--- config.mk ---
export PLATFORM = sky130hd
export DESIGN_NAME = start_fifo_srl_ctrl_flat
export DESIGN_NICKNAME = d
export VERILOG_FILES = /design/src/rtl/start_fifo_srl_ctrl_if.sv /design/src/rtl/start_fifo_srl_ctrl.sv /design/src/flat_wrapper.sv
export SDC_FILE = /design/constraint.sdc
export NUM_CORES = 1
export LEC_CHECK = 0
export ABC_CLOCK_PERIOD_IN_PS = 1400
export CORE_AREA = 2 2 39 41
export DETAILED_ROUTE_END_ITERATION = 10
export DIE_AREA = 0 0 41 43
export PLACE_DENSITY_LB_ADDON = 0.15
export SLEW_MARGIN = 20
export SYNTH_ARGS = -nofsm -noshare
export SYNTH_HDL_FRONTEND = slang
export SYNTH_SLANG_ARGS = --single-unit
--- constraint.sdc ---
create_clock -name clk -period 1.4 [get_ports clk]
set_input_delay 0.21 -clock clk [delete_from_list [all_inputs] [get_ports clk]]
set_output_delay 0.21 -clock clk [all_outputs]
set_load 0.005 [all_outputs]
--- src/rtl/start_fifo_srl_ctrl_if.sv ---
// Purpose : handshake bundle between a start-token producer/consumer pair and the FIFO.
// Ports   : if_write_ce/if_write/if_din and if_read_ce/if_read in; if_full_n/if_empty_n/if_dout out
//           (count out when START_FIFO_COUNT_EN is defined); master = user side, slave = FIFO side.
interface start_fifo_srl_ctrl_if #(
    parameter int DATA_WIDTH = 1,
    parameter int ADDR_WIDTH = 1
);
    logic                  if_full_n;
    logic                  if_write_ce;
    logic                  if_write;
    logic [DATA_WIDTH-1:0] if_din;
    logic                  if_empty_n;
    logic                  if_read_ce;
    logic                  if_read;
    logic [DATA_WIDTH-1:0] if_dout;
`ifdef START_FIFO_COUNT_EN
    logic [ADDR_WIDTH:0]   count;
`endif

    modport master (
        input  if_full_n,
        output if_write_ce,
        output if_write,
        output if_din,
        input  if_empty_n,
        output if_read_ce,
        output if_read,
        input  if_dout
`ifdef START_FIFO_COUNT_EN
       ,input  count
`endif
    );

    modport slave (
        output if_full_n,
        input  if_write_ce,
        input  if_write,
        input  if_din,
        output if_empty_n,
        input  if_read_ce,
        input  if_read,
        output if_dout
`ifdef START_FIFO_COUNT_EN
       ,output count
`endif
    );
endinterface

--- src/rtl/start_fifo_srl_ctrl.sv ---
// Purpose : start-token FIFO controller over shift-register storage, ap_fifo style flags.
// Latency : write to empty -> empty_n/dout valid next cycle; flags are registered, no comb input->flag path.
// Backpressure: full_n=0 blocks writes, empty_n=0 blocks reads; blocked requests change nothing.
// Ports   : clk, reset_n (async active-low), fifo (slave modport of start_fifo_srl_ctrl_if).
// Option  : START_FIFO_COUNT_EN adds a registered occupancy output 'count' (0..DEPTH).
module start_fifo_srl_ctrl #(
    parameter int DATA_WIDTH = 1,
    parameter int ADDR_WIDTH = 1,
    parameter int DEPTH      = 2
) (
    input  logic                 clk,
    input  logic                 reset_n,
    start_fifo_srl_ctrl_if.slave fifo
);
    localparam int PW    = ADDR_WIDTH + 1;
    localparam int SLOTS = 2 ** ADDR_WIDTH;

    // ptr holds occupancy-1; all-ones means empty. The oldest token sits at SRL[ptr].
    logic [PW-1:0]         ptr;
    logic                  full_n_q;
    logic                  empty_n_q;
    logic [DATA_WIDTH-1:0] srl [SLOTS];

    logic push;
    logic pop;

    assign push = fifo.if_write & fifo.if_write_ce & full_n_q;
    assign pop  = fifo.if_read  & fifo.if_read_ce  & empty_n_q;

    always_ff @(posedge clk or negedge reset_n) begin
        if (!reset_n) begin
            ptr       <= '1;
            full_n_q  <= 1'b1;
            empty_n_q <= 1'b0;
        end else begin
            case ({push, pop})
                2'b10: begin
                    ptr       <= ptr + PW'(1);
                    empty_n_q <= 1'b1;
                    full_n_q  <= (ptr != PW'(DEPTH - 2));
                end
                2'b01: begin
                    ptr       <= ptr - PW'(1);
                    full_n_q  <= 1'b1;
                    empty_n_q <= (ptr != '0);
                end
                // Simultaneous push and pop: the shift moves the next-oldest token into
                // slot ptr, so the pointer and flags stay put.
                default: ;
            endcase
        end
    end

    // Storage is deliberately not reset; contents are only meaningful below ptr.
    always_ff @(posedge clk) begin
        if (push) begin
            for (int i = SLOTS - 1; i > 0; i--) begin
                srl[i] <= srl[i-1];
            end
            srl[0] <= fifo.if_din;
        end
    end

    assign fifo.if_dout    = srl[ptr[ADDR_WIDTH-1:0]];
    assign fifo.if_full_n  = full_n_q;
    assign fifo.if_empty_n = empty_n_q;

`ifdef START_FIFO_COUNT_EN
    // Separate register so count is a clean flop output, tracking ptr+1.
    logic [PW-1:0] count_q;

    always_ff @(posedge clk or negedge reset_n) begin
        if (!reset_n) begin
            count_q <= '0;
        end else begin
            case ({push, pop})
                2'b10:   count_q <= count_q + PW'(1);
                2'b01:   count_q <= count_q - PW'(1);
                default: ;
            endcase
        end
    end

    assign fifo.count = count_q;
`endif

endmodule

--- src/flat_wrapper.sv ---
// flat-port wrapper written by rule: the top's interface ports become plain ports
module start_fifo_srl_ctrl_flat 
#(
    parameter int DATA_WIDTH = 1,
    parameter int ADDR_WIDTH = 1,
    parameter int DEPTH      = 2
)
  (clk, reset_n, fifo_if_full_n, fifo_if_write_ce, fifo_if_write, fifo_if_din, fifo_if_empty_n, fifo_if_read_ce, fifo_if_read, fifo_if_dout);
  start_fifo_srl_ctrl_if #(.DATA_WIDTH(DATA_WIDTH), .ADDR_WIDTH(ADDR_WIDTH)) fifo_i ();
  input  logic clk;
  input  logic reset_n;
  output wire logic [$bits(fifo_i.if_full_n)-1:0] fifo_if_full_n;
  input wire logic [$bits(fifo_i.if_write_ce)-1:0] fifo_if_write_ce;
  input wire logic [$bits(fifo_i.if_write)-1:0] fifo_if_write;
  input wire logic [$bits(fifo_i.if_din)-1:0] fifo_if_din;
  output wire logic [$bits(fifo_i.if_empty_n)-1:0] fifo_if_empty_n;
  input wire logic [$bits(fifo_i.if_read_ce)-1:0] fifo_if_read_ce;
  input wire logic [$bits(fifo_i.if_read)-1:0] fifo_if_read;
  output wire logic [$bits(fifo_i.if_dout)-1:0] fifo_if_dout;
  assign fifo_if_full_n = fifo_i.if_full_n;
  assign fifo_i.if_write_ce = fifo_if_write_ce;
  assign fifo_i.if_write = fifo_if_write;
  assign fifo_i.if_din = fifo_if_din;
  assign fifo_if_empty_n = fifo_i.if_empty_n;
  assign fifo_i.if_read_ce = fifo_if_read_ce;
  assign fifo_i.if_read = fifo_if_read;
  assign fifo_if_dout = fifo_i.if_dout;
  start_fifo_srl_ctrl #(.DATA_WIDTH(DATA_WIDTH), .ADDR_WIDTH(ADDR_WIDTH), .DEPTH(DEPTH)) u_core (.clk(clk), .reset_n(reset_n), .fifo(fifo_i));
endmodule
* Yosys cells after proc, flatten, opt, wreduce, memory -nomap -nowiden
Memories as Yosys holds them, arrays and structs flattened. Index checks and enable logic that the tools add are counted.
Word-level totals: flip-flop bits (word level) 4, memory bits (writable) 2, bits of input ports 7, output and inout port bits 3, memories kept 1
Operators by class: add/sub/neg operators 2, eq/ne operators 2, multiplexer cells 5, bitwise operators 4, reductions and logical operators 2
Memories:
- u_core.srl | depth 2, width 1, read ports 2, clocked after memory_dff 0, write ports 2, line start_fifo_srl_ctrl.sv:22 | logic [DATA_WIDTH-1:0] srl [SLOTS];
Operator list (number):
- $and A1 B1 Y1 | 4
- $pmux W1 S2 | 2
- $pmux W2 S2 | 1
- $reduce_bool A2 Y1 | 2
- $add A2 B1 Y2 const B | 1
- $eq A2 B1 Y1 const B | 1
- $eq A2 B2 Y1 const B | 1
- $mux W1 | 2
- $sub A2 B1 Y2 const B | 1

* Logic depth before layout (Yosys ltp)
depth after elaboration 4, depth in mapped cells 5, gate-level depth less buffers 5

* Worst setup path before layout
Ideal clock, no wire load.
kind flip-flop to flip-flop, start point register u_core.full_n_q (netlist: u_core.fifo.if_full_n), end point register u_core.empty_n_q (netlist: u_core.fifo.if_empty_n), data arrival time 1268 ps, setup slack 1 ps, stages on the path, launching flop included 5, buffers on the path 0, cells stage by stage dfstp_2 -> nand3_1 -> ha_1 -> nor4b_1 -> a21oi_1
Between the ends: longest elaborated chain between the ends 3, elaborated cells between the ends (all ways) 5, those cells by class 2 x eq/ne; 1 x mux; 1 x bitwise; 1 x reduce/logical
RTL lines:
- start: declaration | line start_fifo_srl_ctrl.sv:20 | logic full_n_q;
- start signal: assignment | line start_fifo_srl_ctrl.sv:40 | full_n_q <= (ptr != PW'(DEPTH - 2));
- $and A1 B1 Y1 (*) | line start_fifo_srl_ctrl.sv:27 | assign push = fifo.if_write & fifo.if_write_ce & full_n_q;
- $eq A2 B1 Y1 or $eq A2 B2 Y1 (tied branches) | line start_fifo_srl_ctrl.sv:36 | case ({push, pop})
- $pmux W1 S2 or $reduce_bool A2 Y1 (tied branches)
- end signal: assignment | line start_fifo_srl_ctrl.sv:45 | empty_n_q <= (ptr != '0);
- end: declaration | line start_fifo_srl_ctrl.sv:21 | logic empty_n_q;
Every way passes the cells marked *; elsewhere a longest branch is shown, timed or not. A chain may end at the register's enable or synchronous reset.

* Worst setup path after layout
start point register u_core.ptr[0], end point output port fifo_if_dout
Between the ends: longest elaborated chain between the ends 1
RTL lines:
- start: declaration | line start_fifo_srl_ctrl.sv:19 | logic [PW-1:0] ptr;
- start signal: assignment | line start_fifo_srl_ctrl.sv:38 | ptr <= ptr + PW'(1);
- start signal: assignment | line start_fifo_srl_ctrl.sv:43 | ptr <= ptr - PW'(1);
- $mem_v2 Z2 W1
- end: declaration | line flat_wrapper.sv:19 | output wire logic [$bits(fifo_i.if_dout)-1:0] fifo_if_dout;
No other way between the ends.

==> impl_results.md <==
* Die area at 0.00176 mm2
* CTS Buffer Depth at 2
* Worst EP arrival at 1.19 ns
* Ratio of cells with drive above 1 in the final layout at 41.0%
* Post-synthesis mux area share at under 10%
* Avg WL per Cell at 10.9 um
* Largest net degree at the start of global routing at 7
* Seq/Total Area, Yosys at 61.8%
* Clock Latency Late Sink at ~0.25 ns
* Clk_skew at 0.00496 ns
* Hold buffers post-CTS at 0
* Max cap viols at 0
* Synth Register Bits at 6
* Root Buffer: clkbuf_4
* PD cells at 1680 mW/mm2
* Syn. warnings at 0
* Worst Path Required at 1.19 ns
* Most frequent cells in the layout: clkdlybuf4s50_1, buf_4, inv_1, clkbuf_4, dfstp_2
* H-tree Lvls at 1
* DIE HEIGHT at 43 um
* Setup TNS Final at 0 ns
* Nets at between 40 and 50
* Leakage at 0.204 nW
* Final instance area at approximately 480 um2
* Slew HR at a little over four fifths
* Vias/cell at 4.11
* Synth cell types at 14
* GP Congestion at 0.778
* Slew Viols, Final at 0
* Maximum VDD drop at 0.820 mV
* Hold WS at roughly 0.18 ns
* Clk slew on worst S/H paths at approximately 0.050 ns
* CTS sink cnt at 6
* Syn avg cell area at around 13 um2
* Most common cell after layout, fill and taps aside: clkdlybuf4s50_1
* Syn-to-layout area delta at 79.2%
* Area of the mapped netlist at around 270 um2
* Fmax at 716 MHz
* Yosys top cell by area: dfstp_2
* All-Layer GR Usage at under 10%
* XOR/XNOR Fraction of Synth Area at 9.91%
* Antenna Nets Post-Route at 0
* Area share of the largest cell type after synthesis at 29.7%
* Post-layout power at 0.801 mW
* Compound-Gate Fraction of Synth Area at 3.77%
* Site row count at 14
* Final Worst Setup Slack at 0.00426 ns
* Initial Util at 19.2%
* Fillers at 146
* Initial antenna violation count at 0
* Vias at 226
* Port bufs at 9
* Number of global-route vias before repair at 236
* Adder-Cell Fraction of Synth Area at between 4 and 5%
* Post-Syn Instances at 21
* Crit path kind: reg -> out
* Num ports at 10
* Area after DPL at 405 um2
* CORE AREA at approximately 0.0014 mm2
* Antenna Cells at 0
* Die Wd at 41 um
* CTS Buf Count at 3
* Mapped Nets at 29
* Worst slew pin tran at 0.240 ns
* DRC at 0
* Tmin final at 1.40 ns
* HP Class: in -> async
* Post-DP HPWL at 424 um
* Worst-path fanout max at 2
* Final hold violations at 0
* Ranking of synthesized cells by area: dfstp_2, edfxtp_1, dfrtp_1
* Unrepaired setup endpoints after global routing: yes
* Pre-CTS setup slack at -0.240 ns
* Pre-antenna DRT Iters at 2
* Iter 0 DRT Violations at 1
* GRT overflow at 0
* Register Area at 164 um2
* CTS tree: yes
* Multi-input logic area at 126 um2
* Outcome: finished, final reports clean
* Setup Viol. Count Final at 0
* Simple-gate share of the synthesized area at 11.3%
* Final Cycle Share at 99.7%
* CP startpoint kind: flop
* Largest family of logic cells by synthesized area: simple AND/OR/NAND/NOR gates
* First-pass GRT wire length at 917 um
* Critical Path Sink Type: primary output
* Final wirelength at about 600 um
## power by group
part           internal, mW  switching, mW
registers             0.266         0.0449
logic                 0.197          0.118
clock network         0.108         0.0676
## worst paths after layout
| kind | start | slack (ns) | depth (start not counted) | end |
|---|---|---|---|---|
| max in group asynchronous | reset_n | 0.98 | 1 | u_core.ptr[1]$_DFFE_PN1P_ |
| hold / removal | reset_n | 0.18 | 1 | u_core.fifo.if_empty_n$_DFFE_PN0P_ |
| hold reg to reg | u_core.srl[0]$_DFFE_PP_ | 0.47 | 0 | u_core.srl[1]$_DFFE_PP_ |
| min in group clk | u_core.srl[0]$_DFFE_PP_ | 0.47 | 0 | u_core.srl[1]$_DFFE_PP_ |
| setup reg to reg | u_core.fifo.if_full_n$_DFFE_PN1P_ | 0.08 | 4 | u_core.fifo.if_empty_n$_DFFE_PN0P_ |
| setup / recovery | u_core.ptr[0]$_DFFE_PN1P_ | 0.004 | 2 | fifo_if_dout |
## critical path, cell delays in order (launching register included)
cell and delay [ns]:
dfstp_2 0.53, mux2_4 0.30, buf_6 0.11
## cell type report
cell class              count  share of cell area [%]
flip-flops and latches      6                    34.5
repair buffers             14                    26.8
multi-input cells          12                    26.6
clock buffers               4                    5.53
well taps                  16                    4.21
inverters                   3                    2.37
## cell usage after synthesis (all sizes together)
cell,n
xor2,1
nand3,1
and3,1
nor2,1
a21oi,2
inv,3
dfrtp,1
mux2,1
dfstp,3
xnor2,2
nor4b,1
nor4,1
ha,1
edfxtp,2
## kinds of logic (layout without fill, tap and decap cells)
| family | Yosys count | in the layout |
|---|---|---|
| xor gates and xnor gates | 3 | 3 |
| AOI/OAI and AO/OA | 2 | 2 |
| and+or+nand+nor | 5 | 5 |
| adders and majority gates | 1 | 1 |
| buffers and inverters | 3 | 21 |
| DFF | 6 | 6 |
| muxes | 1 | 1 |
## metal layers
metal  routed length, um  share of wire (%)  track usage [%]
met5                   0                  0                0
met4                   0                  0             4.00
met3                  39                6.5             6.28
met2                 314                 52             11.9
met1                 245                 41             8.61
## registers in the layout, indices dropped and copies added, names as in the netlist
register / count
u_core.ptr: 2
u_core.srl: 2
u_core.fifo.if_empty_n: 1
u_core.fifo.if_full_n: 1
## timing repair
action	in CTS	in global routing
hold endpoints to repair	0	0
resized for setup	5	6
setup endpoints to repair	4	3
buffers inserted	1	0
## per-stage QoR
stage	std cells	utilization (%)
6_report	55	34.4
3_5_place_dp	50	29.3
3_3_place_gp	50	29.3
5_1_grt	55	34.4
4_1_cts	55	33.0
2_1_floorplan	21	-
Note: power is estimated with default switching activity, not from simulation.
